==> src/rtl/rf_wb_arbiter_if.sv <==
// rf_wb_arbiter_if: writeback requests, decode reservations and RF write port
interface rf_wb_arbiter_if #(
  parameter int DATA_W = 16,
  parameter int ADDR_W = 3
);
  localparam int NREG = 2 ** ADDR_W;
  logic              req0_valid;
  logic [ADDR_W-1:0] req0_addr;
  logic [DATA_W-1:0] req0_data;
  logic              req0_ready;
  logic              req1_valid;
  logic [ADDR_W-1:0] req1_addr;
  logic [DATA_W-1:0] req1_data;
  logic              req1_ready;
  logic              rsv_valid;
  logic [ADDR_W-1:0] rsv_addr;
  logic [ADDR_W-1:0] rd_addr0;
  logic [ADDR_W-1:0] rd_addr1;
  logic              hazard0;
  logic              hazard1;
  logic              RegWrite;
  logic [ADDR_W-1:0] write_register;
  logic [DATA_W-1:0] write_data;
  logic [NREG-1:0]   pending;
  modport master (
    output req0_valid, req0_addr, req0_data, req1_valid, req1_addr, req1_data,
    output rsv_valid, rsv_addr, rd_addr0, rd_addr1,
    input  req0_ready, req1_ready, hazard0, hazard1,
    input  RegWrite, write_register, write_data, pending
  );
  modport slave (
    input  req0_valid, req0_addr, req0_data, req1_valid, req1_addr, req1_data,
    input  rsv_valid, rsv_addr, rd_addr0, rd_addr1,
    output req0_ready, req1_ready, hazard0, hazard1,
    output RegWrite, write_register, write_data, pending
  );
endinterface

==> src/rtl/rf_wb_arbiter.sv <==
// rf_wb_arbiter: two-requester RF write-port arbiter with pending-write scoreboard
module rf_wb_arbiter #(
  parameter int DATA_W = 16,
  parameter int ADDR_W = 3,
  parameter int RR_EN  = 1
) (
  input logic clk,
  input logic rst_n,
  rf_wb_arbiter_if.slave bus
);
  localparam int NREG = 2 ** ADDR_W;
  logic              ptr;
  logic              g0, g1, hs;
  logic [ADDR_W-1:0] hs_addr;
  logic [DATA_W-1:0] hs_data;
  logic [NREG-1:0]   set_v, clr_v;
  logic              reg_write;
  logic [ADDR_W-1:0] wr_reg;
  logic [DATA_W-1:0] wr_data;
  logic [NREG-1:0]   pend;
  // grant selection: req0 wins unless req1 also valid and pointer favours req1
  always_comb begin
    g0      = rst_n && bus.req0_valid && (!bus.req1_valid || !ptr || RR_EN == 0);
    g1      = rst_n && bus.req1_valid && !g0;
    hs      = g0 || g1;
    hs_addr = g0 ? bus.req0_addr : bus.req1_addr;
    hs_data = g0 ? bus.req0_data : bus.req1_data;
    set_v   = bus.rsv_valid ? NREG'(1) << bus.rsv_addr : '0;
    clr_v   = hs ? NREG'(1) << hs_addr : '0;
  end
  // pointer, registered RF write port and scoreboard; a set beats a same-cycle clear
  always_ff @(posedge clk) begin
    if (!rst_n) begin
      ptr       <= 1'b0;
      reg_write <= 1'b0;
      wr_reg    <= '0;
      wr_data   <= '0;
      pend      <= '0;
    end else begin
      if (hs && RR_EN != 0) ptr <= g0;
      reg_write <= hs;
      if (hs) begin
        wr_reg  <= hs_addr;
        wr_data <= hs_data;
      end
      pend <= set_v | (pend & ~clr_v);
    end
  end
  assign bus.req0_ready     = g0;
  assign bus.req1_ready     = g1;
  assign bus.RegWrite       = reg_write;
  assign bus.write_register = wr_reg;
  assign bus.write_data     = wr_data;
  assign bus.pending        = pend;
  assign bus.hazard0        = pend[bus.rd_addr0];
  assign bus.hazard1        = pend[bus.rd_addr1];
endmodule

==> src/flat_wrapper.sv <==
// flat-port wrapper written by rule: the top's interface ports become plain ports
module rf_wb_arbiter_flat 
#(
  parameter int DATA_W = 16,
  parameter int ADDR_W = 3,
  parameter int RR_EN  = 1
)
  (clk, rst_n, bus_req0_valid, bus_req0_addr, bus_req0_data, bus_req1_valid, bus_req1_addr, bus_req1_data, bus_rsv_valid, bus_rsv_addr, bus_rd_addr0, bus_rd_addr1, bus_req0_ready, bus_req1_ready, bus_hazard0, bus_hazard1, bus_RegWrite, bus_write_register, bus_write_data, bus_pending);
  rf_wb_arbiter_if #(.DATA_W(DATA_W), .ADDR_W(ADDR_W)) bus_i ();
  input logic clk;
  input logic rst_n;
  input wire logic [$bits(bus_i.req0_valid)-1:0] bus_req0_valid;
  input wire logic [$bits(bus_i.req0_addr)-1:0] bus_req0_addr;
  input wire logic [$bits(bus_i.req0_data)-1:0] bus_req0_data;
  input wire logic [$bits(bus_i.req1_valid)-1:0] bus_req1_valid;
  input wire logic [$bits(bus_i.req1_addr)-1:0] bus_req1_addr;
  input wire logic [$bits(bus_i.req1_data)-1:0] bus_req1_data;
  input wire logic [$bits(bus_i.rsv_valid)-1:0] bus_rsv_valid;
  input wire logic [$bits(bus_i.rsv_addr)-1:0] bus_rsv_addr;
  input wire logic [$bits(bus_i.rd_addr0)-1:0] bus_rd_addr0;
  input wire logic [$bits(bus_i.rd_addr1)-1:0] bus_rd_addr1;
  output wire logic [$bits(bus_i.req0_ready)-1:0] bus_req0_ready;
  output wire logic [$bits(bus_i.req1_ready)-1:0] bus_req1_ready;
  output wire logic [$bits(bus_i.hazard0)-1:0] bus_hazard0;
  output wire logic [$bits(bus_i.hazard1)-1:0] bus_hazard1;
  output wire logic [$bits(bus_i.RegWrite)-1:0] bus_RegWrite;
  output wire logic [$bits(bus_i.write_register)-1:0] bus_write_register;
  output wire logic [$bits(bus_i.write_data)-1:0] bus_write_data;
  output wire logic [$bits(bus_i.pending)-1:0] bus_pending;
  assign bus_i.req0_valid = bus_req0_valid;
  assign bus_i.req0_addr = bus_req0_addr;
  assign bus_i.req0_data = bus_req0_data;
  assign bus_i.req1_valid = bus_req1_valid;
  assign bus_i.req1_addr = bus_req1_addr;
  assign bus_i.req1_data = bus_req1_data;
  assign bus_i.rsv_valid = bus_rsv_valid;
  assign bus_i.rsv_addr = bus_rsv_addr;
  assign bus_i.rd_addr0 = bus_rd_addr0;
  assign bus_i.rd_addr1 = bus_rd_addr1;
  assign bus_req0_ready = bus_i.req0_ready;
  assign bus_req1_ready = bus_i.req1_ready;
  assign bus_hazard0 = bus_i.hazard0;
  assign bus_hazard1 = bus_i.hazard1;
  assign bus_RegWrite = bus_i.RegWrite;
  assign bus_write_register = bus_i.write_register;
  assign bus_write_data = bus_i.write_data;
  assign bus_pending = bus_i.pending;
  rf_wb_arbiter #(.DATA_W(DATA_W), .ADDR_W(ADDR_W), .RR_EN(RR_EN)) u_core (.clk(clk), .rst_n(rst_n), .bus(bus_i));
endmodule
==> config.mk <==
export PLATFORM = sky130hd
export DESIGN_NAME = rf_wb_arbiter_flat
export DESIGN_NICKNAME = d
export VERILOG_FILES = /design/src/rtl/rf_wb_arbiter_if.sv /design/src/rtl/rf_wb_arbiter.sv /design/src/flat_wrapper.sv
export SDC_FILE = /design/constraint.sdc
export NUM_CORES = 1
export LEC_CHECK = 0
export ABC_AREA = 1
export BUFFER_PORTS_ARGS = -buffer_cell sky130_fd_sc_hd__buf_4
export CAP_MARGIN = 40
export CORE_UTILIZATION = 48
export DETAILED_ROUTE_END_ITERATION = 7
export GPL_ROUTABILITY_DRIVEN = 0
export PLACE_DENSITY = 0.84
export RECOVER_POWER = 100
export SETUP_SLACK_MARGIN = 0.1
export SYNTH_ARGS = -nofsm -noshare
export SYNTH_HDL_FRONTEND = slang
export SYNTH_SLANG_ARGS = --single-unit
export TNS_END_PERCENT = 30
==> constraint.sdc <==
create_clock -name clk -period 3.2 [get_ports clk]
set_input_delay 0.32 -clock clk [delete_from_list [all_inputs] [get_ports clk]]
set_output_delay 0.32 -clock clk [all_outputs]
set_load 0.1 [all_outputs]
# Yosys cells after proc, flatten, opt, wreduce, memory -nomap -nowiden
# Cells that the tools add are included.
totals:
  reg_bits: 29
  wordCells: 29
  inputBits: 52
  out_inout_bits: 32
op_classes:
  n_mux: 8
  reduce_logical: 9
  magnitude_cmp: 2
  n_shift: 2
  bitwise: 3
ops:
  columns: ["op", "n"]
  rows:
  - ["two-way mux 16 bit", 1]
  - ["two-way mux 8 bit", 2]
  - ["left shift 1 x 3 -> 8 bit, first input constant", 2]
  - ["bitwise AND 8 bit", 1]
  - ["less-than comparator 3 x 4 -> 1 bit, second input constant", 2]
  - ["NOT 8 bit", 1]
  - ["OR 8 bit", 1]
  - ["binary-select mux 1 bit (select 3 bit)", 2]
  - ["logical AND 1 bit", 4]
  - ["zero test 1 bit", 3]
  - ["two-way mux 3 bit", 1]
  - ["logical OR 1 bit", 2]
  - ["two-way mux 1 bit", 2]

# Longest topological paths before layout
# Gate-level depths: netlist of the first run.
depth:
  ltp_word: 10
  depth_mapped: 10
  depth_no_buf: 9

# Worst setup path after synthesis of the first run
# Ideal clock, no wire load.
synth_timing:
  path_kind: "reg-to-output"
  startpoint: "reg u_core.pend[1], in the netlist u_core.bus.pending[1]"
  endpoint: "out bus_hazard0"
  path_slack_ns: -0.028
  arrival_ns: 2.908
  required_ns: 2.880
  path_stages_with_launch: 7
  n_path_buf: 0
  path_cell_list: "dfxtp_1 inv_1 a21oi_1 o21ai_0 o21ai_1 nor2_1 a21oi_1"
synth_between:
  elab_chain_len: 2
synth_lines:
  columns: ["element", "line", "source"]
  rows:
  - ["from (decl)", "rf_wb_arbiter.sv:20", "logic [NREG-1:0] pend;"]
  - ["from (signal assigned)", "rf_wb_arbiter.sv:46", "pend <= set_v | (pend & ~clr_v);"]
  - ["binary-select mux 1 bit (select 3 bit)", "rf_wb_arbiter.sv:55", "assign bus.hazard0 = pend[bus.rd_addr0];"]
  - ["two-way mux 1 bit (implied by the code)", "rf_wb_arbiter.sv:55", null]
  - ["to (decl)", "flat_wrapper.sv:24", "output wire logic [$bits(bus_i.hazard0)-1:0] bus_hazard0;"]
# No other way between the ends. The select of a mux whose other input is x is not followed.

# Worst setup path after layout of the first run
layout_timing:
  startpoint: "reg u_core.pend[1], in the netlist u_core.bus.pending[1]"
  endpoint: "out bus_hazard1"
layout_between:
  elab_chain_len: 2
layout_lines:
  columns: ["element", "line", "source"]
  rows:
  - ["binary-select mux 1 bit (select 3 bit)", "rf_wb_arbiter.sv:56", "assign bus.hazard1 = pend[bus.rd_addr1];"]
  - ["two-way mux 1 bit (implied by the code)", "rf_wb_arbiter.sv:56", null]
  - ["to (decl)", "flat_wrapper.sv:25", "output wire logic [$bits(bus_i.hazard1)-1:0] bus_hazard1;"]
# No other way between the ends. The select of a mux whose other input is x is not followed.

==> results of run 1 <==
-- power groups by stage --
stage               clock (mW)  combinational [mW]  sequential [mW]
CTS                      0.264               0.420            0.402
floorplan                    0               0.135            0.582
global route             0.279               0.416            0.404
finish                   0.254               0.390            0.400
detailed placement           0               0.419            0.410
global placement             0               0.416            0.410
-- worst min-delay path, stage by stage --
cell,delay (ns)
buf_4,0.11
nand2_1,0.05
a31oi_1,0.07
-- layout make-up --
cell class                      count  share of cell area
Clock buffer                        7             0.03043
Clock inverter                      1            0.002341
Inverter                           34             0.06437
Multi-Input combinational cell    164              0.3669
Sequential cell                    29              0.2715
Tap cell                           44             0.02575
Timing Repair Buffer               83              0.2387
-- logic make-up after synthesis --
family                 synth area share
buffers and inverters            0.1234
and+or+nand+nor                  0.3070
AOI/OAI and AO/OA                0.2070
DFF                              0.3625
-- metal layers --
metal | global-route usage | routed length (um) | vias up
met5 | 0 | 0 | -
met4 | 0.07641 | 42 | 0
met3 | 0.06710 | 317 | 5
met2 | 0.4016 | 1787 | 68
met1 | 0.2863 | 1771 | 759
li1 | - | - | 921
-- registers in the layout (all words and copies together) (netlist names) --
signal,count
u_core.bus.RegWrite,1
u_core.bus.write_register,3
u_core.bus.pending,8
u_core.ptr,1
u_core.bus.write_data,16
-- path summary, 6_finish.rpt --
check,startpoint,to,slack [ns],depth (start not counted)
setup / recovery,u_core.bus.pending[1]$_SDFF_PN0_,bus_hazard1,0.80,7
hold / removal,bus_req0_data[0],u_core.bus.write_data[0]$_SDFFE_PN0P_,0.26,3
hold reg to reg,u_core.ptr$_SDFFE_PN0P_,u_core.ptr$_SDFFE_PN0P_,0.48,2
setup reg to reg,u_core.ptr$_SDFFE_PN0P_,u_core.bus.pending[1]$_SDFF_PN0_,1.33,8
-- through the flow --
step           setup WS, ns  instances  instance area (um^2)  hold WS [ns]
2_1_floorplan      -0.02842        236                  1605        0.4516
3_3_place_gp          1.409        354                  2223        0.4656
3_5_place_dp          1.393        354                  2223        0.4702
4_1_cts               1.265        362                  2293        0.2436
5_1_grt              0.6033        362                  2138        0.2434
6_report             0.7982        362                  2138        0.2592
-- cells in the final DEF (no fill, tap or decap) --
cell	netlist	final
clkbuf_8	0	2
nand3_1	18	18
o211ai_1	9	16
nor2_1	14	14
a31oi_1	2	2
nor2_2	3	3
o21ai_0	8	8
o21ai_2	1	1
clkinv_2	0	1
dfxtp_1	29	29
nand3b_1	2	2
nand2_2	5	5
o21a_1	2	2
clkbuf_1	1	30
o21ai_1	3	3
inv_6	1	1
or2_1	1	1
a21oi_1	17	16
inv_1	24	25
inv_2	8	7
nand2_1	71	72
buf_4	2	53
clkbuf_4	0	5
clkinv_4	1	1
a21oi_2	0	1
==> impl_results.md, run 1 <==
- Run status: completed
- Cell taking the most area after synthesis: dfxtp_1
- Number of buffers added for setup after CTS: 0
- Area contributors post-synth: dfxtp_1 (36%), nand2_1 (17%), nand3_1 (5.6%)
- Fill count: 318
- Share of the synthesized area in the top cell type: 0.3625
- Clk root buf: clkbuf_4
- Static leakage: 1.057 nW
- Total track usage: 0.2365
- Switching power total: 0.4416 mW
- Die Span X: 59.76 um
- Initial Util: 0.5161
- Num CTS Buffers: 5
- Share of layout cells above drive strength 1: 0.2516
- Commonest cells post-synth: nand2_1 (71), dfxtp_1 (29), inv_1 (24)
- Largest net degree at the start of global routing: 39
- Nets: 369
- Die area: 0.003571 mm^2
- Fmax achieved: 416.4 MHz
- CTS sink count: 29
- Peak supply drop: 0.0003171 V
- WL per Instance: 10.82 um
- TritonCTS clock tree: built
- Core Box Area: 0.003103 mm^2
- DRT iter0 DRCs: 96
- Most used cell along the critical path: a21oi_1
- Fin crit share: 0.7506
- Worst slew pin tran: 1.197 ns
- Rel. slew slack: 0.2056
- CP Cell Sequence: inv_1 > a21oi_1 > o21ai_0 > o21ai_1 > nor2_1 > a21oi_1 > clkbuf_1
- Detailed Routing Iterations Pass 1: 4
- P per Cell Area: 488.6 mW/mm^2
- Ys Warns: 0
- CTS clk-pin slew, worst paths: 0.09 ns
- Number of diodes: 0
- Vias: 1753
- Synth Cell Area: 0.001602 mm^2
- Reg area: 580.6 um^2
- H-tree depth: 2
- Worst Setup End Kind: output pin
- Seq/Total Area, Yosys: 0.3625
- Nature of the critical path startpoint: flip-flop
- Final core utilization: 0.6891
- Clk buf depth: 2
- Max-slew violation count: 0
- Mapped Nets: 288
- Clock network power share: 0.243
- Cells after synthesis: 236
- Logic pwr share: 0.373
- Multi-input gate area: 784.5 um^2
- Cts hold-fix bufs: 0
- Final WL: 3.918 mm
- Vias in the first global route: 1537
- Initial antenna violation count: 0
- Synth async-reset ratio: 0
- Post-DP HPWL: 2.956 mm
- Worst Path Required: 2.88 ns
- Final Hold Viols: 0
- Die H: 59.76 um
- Slowest stage delay, CP: 0.87 ns
- HP Class: in -> reg
- Seq pwr share: 0.383
- CP bufs+invs: 2
- Syn Area/Cell: 6.786 um^2
- Final setup TNS: 0 ns
- Most frequent cell after synthesis: nand2_1
- Number of unique standard cell types used by synthesis: 26
- CP max-delay cell: clkbuf_1
- Post-route DRC: 0
- Post-DRT Antenna Nets: 0
- Min Tclk post-route: 2.402 ns
- #FFs+latches synth: 29
- Post-synth EDFFs: 0
- Largest delay contributor family on the critical path: buffers and inverters
- Worst-path fanout max: 3
- Sw Share: 0.4227
- Max-Cap Viols: 0
- Critical path class: reg -> out
- P_int: 0.6032 mW
- First-pass GRT wire length: 6.368 mm
- DR vias/cell: 4.843
- Most used DFF post-synth: dfxtp_1
- # rows: 20
- Final setup fails: 0
- Post-CTS Resized: 0
- Total grt overflow: 0
- Setup Skew: 0.007760 ns
- Total design power: 1.045 mW
- Synth-to-Final Area Change: 33.52%
- Ports: 84
- Clock Latency Late Sink: 0.33 ns
- Port Buf Inserts: 83
- RSZ-0062 raised after global routing: no
- Worst path arrival time: 2.08 ns
Power figures use the tool's default switching activity.
==> run 2: changes to the inputs <==
- ABC_AREA: 1 -> 0
- CORE_UTILIZATION: 48 -> 39
- PLACE_DENSITY: 0.84 -> 0.75
- clock period: 3.2 -> 2 ns (I/O delays scaled with it)
==> impl_results.md, run 2 <==
- Run status: completed
- CP max-delay cell: dfxtp_1
- Worst Setup End Kind: output pin
- Synth async-reset ratio: 0
- Slowest stage delay, CP: 0.34 ns
- DRT iter0 DRCs: 67
- Clock Latency Late Sink: 0.28 ns
- Die area: 0.004089 mm^2
- Die Span X: 63.95 um
- Number of buffers added for setup after CTS: 0
- Rel. slew slack: 0.2002
- Max FFs per register: 16
- Post-DP HPWL: 2.988 mm
- Fin crit share: 0.9205
- Most used DFF post-synth: dfxtp_1
- Setup WS pre-CTS: 0.4278 ns
- RSZ-0062 raised after global routing: no
- Most frequent cells in the layout: buf_4 (51), nand2_1 (35), o21ai_0 (28), a31oi_1 (21), dfxtp_1 (21)
- Sw Share: 0.4053
- H-tree depth: 2
- Final setup margin: 0.1590 ns
- Post-route DRC: 0
- CP Cell Sequence: a21boi_4 > nand2_4 > and3_1 > clkbuf_4
- Core Box Area: 0.003661 mm^2
- Seq pwr share: 0.380
- Total grt overflow: 0
- Num CTS Buffers: 5
- Port Buf Inserts: 83
- Nets: 311
- Post-synth EDFFs: 0
- Commonest non-fill, non-tap cell in the layout: buf_4
- Fmax achieved: 543.2 MHz
- Initial antenna violation count: 0
- Setup Skew: 0.001482 ns
- Logic pwr share: 0.344
- Seq/Total Area, Yosys: 0.3880
- Worst-path fanout max: 20
- Number of diodes: 0
- Total design power: 1.687 mW
- Critical path class: reg -> out
- Peak supply drop: 0.0004906 V
- Cts hold-fix bufs: 0
- Final Hold Viols: 0
- First-pass GRT wire length: 6.865 mm
- Post-DP Area: 0.002125 mm^2
- CTS clk-pin slew, worst paths: 0.06 ns
- Syn Area/Cell: 8.314 um^2
- Most frequent cell after synthesis: nand2_1
- Vias: 1583
- WL per Instance: 13.16 um
- Max-slew violation count: 0
- Worst path arrival time: 1.64 ns
- Total track usage: 0.2170
- Static leakage: 0.9389 nW
- Max-Cap Viols: 0
- HP Class: in -> reg
- Post-DRT Antenna Nets: 0
- Die H: 63.95 um
- Cell taking the most area after synthesis: dfxtp_1
- Final setup TNS: 0 ns
- Final setup fails: 0
- Mapped Nets: 232
- Post-CTS Resized: 0
- Clk root buf: clkbuf_8
- Vias in the first global route: 1520
- Final WL: 4.052 mm
- Synth-to-Final Area Change: 41.30%
- Switching power total: 0.6837 mW
- TritonCTS clock tree: built
- Ports: 84
- P per Cell Area: 797.7 mW/mm^2
- Share of the synthesized area in the top cell type: 0.3880
- Nature of the critical path startpoint: flip-flop
- Commonest cells post-synth: nand2_1 (35), dfxtp_1 (29), o21ai_0 (26)
- Ys Warns: 0
- P_int: 1.003 mW
- Largest net degree at the start of global routing: 35
- Clk buf depth: 2
- DR vias/cell: 5.140
- Number of unique standard cell types used by synthesis: 34
- CTS sink count: 29
- Detailed Routing Iterations Pass 1: 4
- Initial Util: 0.4087
- Synth Cell Area: 0.001496 mm^2
- # rows: 22
- Cells after synthesis: 180
- Share of layout cells above drive strength 1: 0.3462
- Area contributors post-synth: dfxtp_1 (39%), a31oi_1 (8.8%), nand2_1 (8.8%)
- Final Instance Area: 0.002115 mm^2
- Worst Path Required: 1.80 ns
- Clock network power share: 0.276
- #FFs+latches synth: 29
- Final core utilization: 0.5776
- Min Tclk post-route: 1.841 ns
- Worst slew pin tran: 1.205 ns
[run 2: logic make-up after synthesis]
kind of cell	synth area share
simple gates	0.2166
compound gates	0.2358
flops	0.3880
buf+inv	0.05768
mux	0.1020
[run 2: power by group through the flow]
stage,clock network (mW),logic [mW],registers (mW)
detailed placement,0,0.613,0.654
finish,0.465,0.581,0.641
global route,0.501,0.612,0.645
CTS,0.476,0.614,0.642
floorplan,0,0.169,0.923
global placement,0,0.609,0.653
[run 2: area by class of cell]
| cell class | instances | area [um^2] |
|---|---|---|
| Timing Repair Buffer | 84 | 538.0 |
| Clock inverter | 2 | 10.01 |
| Multi-Input combinational cell | 136 | 829.5 |
| Sequential cell | 29 | 590.6 |
| Tap cell | 48 | 60.06 |
| Clock buffer | 6 | 72.57 |
| Inverter | 3 | 13.76 |
| Fill cell | 374 | 1546 |
[run 2: path summary, 6_finish.rpt]
| kind | slack (ns) | endpoint | cells after the start | start |
|---|---|---|---|---|
| max | 0.16 | bus_req1_ready | 4 | u_core.ptr$_SDFFE_PN0P_ |
| max reg2reg | 0.43 | u_core.bus.pending[5]$_SDFF_PN0_ | 5 | u_core.ptr$_SDFFE_PN0P_ |
| min reg2reg | 0.48 | u_core.bus.write_data[0]$_SDFFE_PN0P_ | 2 | u_core.bus.write_data[0]$_SDFFE_PN0P_ |
| min | 0.18 | u_core.bus.write_data[9]$_SDFFE_PN0P_ | 3 | bus_req0_data[9] |
[run 2: metal layers]
metal	vias to the layer above	track usage	part of all wire
met1	702	0.2533	0.42
li1	813	-	-
met4	0	0.1023	0.022
met5	-	0	0
met3	9	0.04821	0.060
met2	59	0.3737	0.50
[run 2: critical path, delay by kind of cell, from the launching register on]
family	cells	cell delay [ns]
buf+inv	1	0.28
compound gates	1	0.25
simple gates	2	0.49
flops	1	0.34
[run 2: per-stage QoR]
step,std cells,hold slack (ns)
after CTS,308,0.1764
after global placement,300,0.4706
final,308,0.1791
after detailed placement,300,0.4726
after floorplan,180,0.3525
after global routing,308,0.1842
==> run 3: changes to the inputs <==
- CORE_MARGIN: default -> 5
- PLACE_DENSITY: 0.75 -> default
- PLACE_DENSITY_LB_ADDON: default -> 0.05
==> impl_results.md, run 3 (synthesis results as in run 2) <==
- Logic pwr share: 0.314
- Clock Latency Late Sink: 0.28 ns
- Die H: 71.95 um
- Final Hold Viols: 0
- DRT iter0 DRCs: 92
- Fill count: 367
- TritonCTS clock tree: built
- Min Tclk post-route: 1.843 ns
- Worst Setup End Kind: output pin
- Nets: 311
- Post-route DRC: 0
- Final setup TNS: 0 ns
- Total track usage: 0.1685
- Setup Skew: 0.005353 ns
- Synth-to-Final Area Change: 43.90%
- Max-Cap Viols: 0
- Ports: 84
- First-pass GRT wire length: 6.982 mm
- Vias: 1572
- WL per Instance: 13.81 um
- Fmax achieved: 542.6 MHz
- Total grt overflow: 0
- Clk buf depth: 2
- Post-DRT Antenna Nets: 0
- Most frequent cells in the layout: buf_4 (51), nand2_1 (35), o21ai_0 (29), a31oi_1 (21), dfxtp_1 (21)
- Critical path class: reg -> out
- Max FFs per register: 16
- CP Cell Sequence: mux4_2 > mux2_2 > clkbuf_4
- Worst slew pin tran: 1.180 ns
- Core Box Area: 0.003689 mm^2
- Final setup fails: 0
- Port Buf Inserts: 83
- Number of diodes: 0
- Seq pwr share: 0.347
- P per Cell Area: 859.0 mW/mm^2
- Initial Util: 0.4057
- Nature of the critical path startpoint: flip-flop
- CP max-delay cell: mux4_2
- Rel. slew slack: 0.2167
- Final WL: 4.255 mm
- Post-DP HPWL: 3.267 mm
- Detailed Routing Iterations Pass 1: 4
- HP Class: in -> reg
- CTS sink count: 29
- Max-slew violation count: 0
- Peak supply drop: 0.0004796 V
- Share of layout cells above drive strength 1: 0.3692
- RSZ-0062 raised after global routing: no
- Largest net degree at the start of global routing: 35
- CTS clk-pin slew, worst paths: 0.06 ns
- Fin crit share: 0.9215
- Post-DP Area: 0.002125 mm^2
- Clk root buf: clkbuf_8
- Initial antenna violation count: 0
- Vias in the first global route: 1568
- Worst-path fanout max: 4
- H-tree depth: 2
- Worst path arrival time: 1.64 ns
- Clock network power share: 0.339
- # rows: 22
- Switching power total: 0.6794 mW
- Slowest stage delay, CP: 0.48 ns
- Die Span X: 71.95 um
- Final Instance Area: 0.002153 mm^2
- Commonest non-fill, non-tap cell in the layout: buf_4
- Run status: completed
- Num CTS Buffers: 5
- Die area: 0.005176 mm^2
- Sw Share: 0.3673
- Worst Path Required: 1.80 ns
- P_int: 1.170 mW
- DR vias/cell: 5.104
- Static leakage: 0.9744 nW
==> run 3: cell types whose count changed in the layout (fill, tap and decap cells not counted) <==
cell	delta
o21ai_0	+1
clkbuf_8	+1
o21ai_2	-1
clkbuf_2	+7
clkbuf_1	-7
bufinv_16	+1
clkinv_2	-2
==> run 3: path summary, 6_finish.rpt <==
path | start | end | slack (ns) | cells past startpoint
setup / recovery | u_core.bus.pending[3]$_SDFF_PN0_ | bus_hazard0 | 0.16 | 3
hold / removal | bus_req0_data[2] | u_core.bus.write_data[2]$_SDFFE_PN0P_ | 0.18 | 3
setup reg to reg | u_core.ptr$_SDFFE_PN0P_ | u_core.bus.pending[0]$_SDFF_PN0_ | 0.51 | 5
hold reg to reg | u_core.bus.write_data[0]$_SDFFE_PN0P_ | u_core.bus.write_data[0]$_SDFFE_PN0P_ | 0.48 | 2
==> run 3: metrics by stage <==
stage                     setup slack, ns  power [mW]  hold WS (ns)  instances  utilization
after floorplan                    0.2103       1.092        0.3525        180            -
after global placement             0.4317       1.266        0.4657        300       0.5760
after detailed placement           0.4072       1.268        0.4696        300       0.5760
after CTS                          0.1240       1.896        0.1716        308       0.6075
after global routing              0.06660       1.928        0.1886        308       0.5838
final                              0.1571       1.850        0.1797        308       0.5838
==> run 3: power groups by stage <==
stage	clock network [mW]	logic (mW)	registers (mW)
global route	0.663	0.619	0.645
CTS	0.639	0.615	0.643
global placement	0	0.612	0.653
finish	0.627	0.581	0.642
floorplan	0	0.169	0.923
detailed placement	0	0.614	0.654
==> run 3: layout make-up <==
class | count | area, um^2 | share of cell area
multi-input cells | 136 | 825.8 | 0.3835
flip-flops and latches | 29 | 590.6 | 0.2743
repair buffers | 84 | 546.8 | 0.2539
clock buffers | 7 | 86.33 | 0.04009
well taps | 48 | 60.06 | 0.02789
clock inverters | 1 | 30.03 | 0.01395
inverters | 3 | 13.76 | 0.006392
==> run 3: what timing repair did <==
item                                    4_1_cts  5_1_grt
hold buffers                                  0        0
buffers inserted                              0        0
gates resized for setup                       0        1
endpoints found under the setup margin        0        1
==> run 3: critical path, delay by kind of cell, from the launching register on <==
family | cells | cell delay (ns)
buf+inv | 1 | 0.28
mux | 2 | 0.75
flops | 1 | 0.34
==> run 3: layer usage <==
layer	share of wire	GRT usage
met5	0	0
met2	0.49	0.2898
met3	0.10	0.07202
met4	0.0094	0.04384
met1	0.40	0.1918
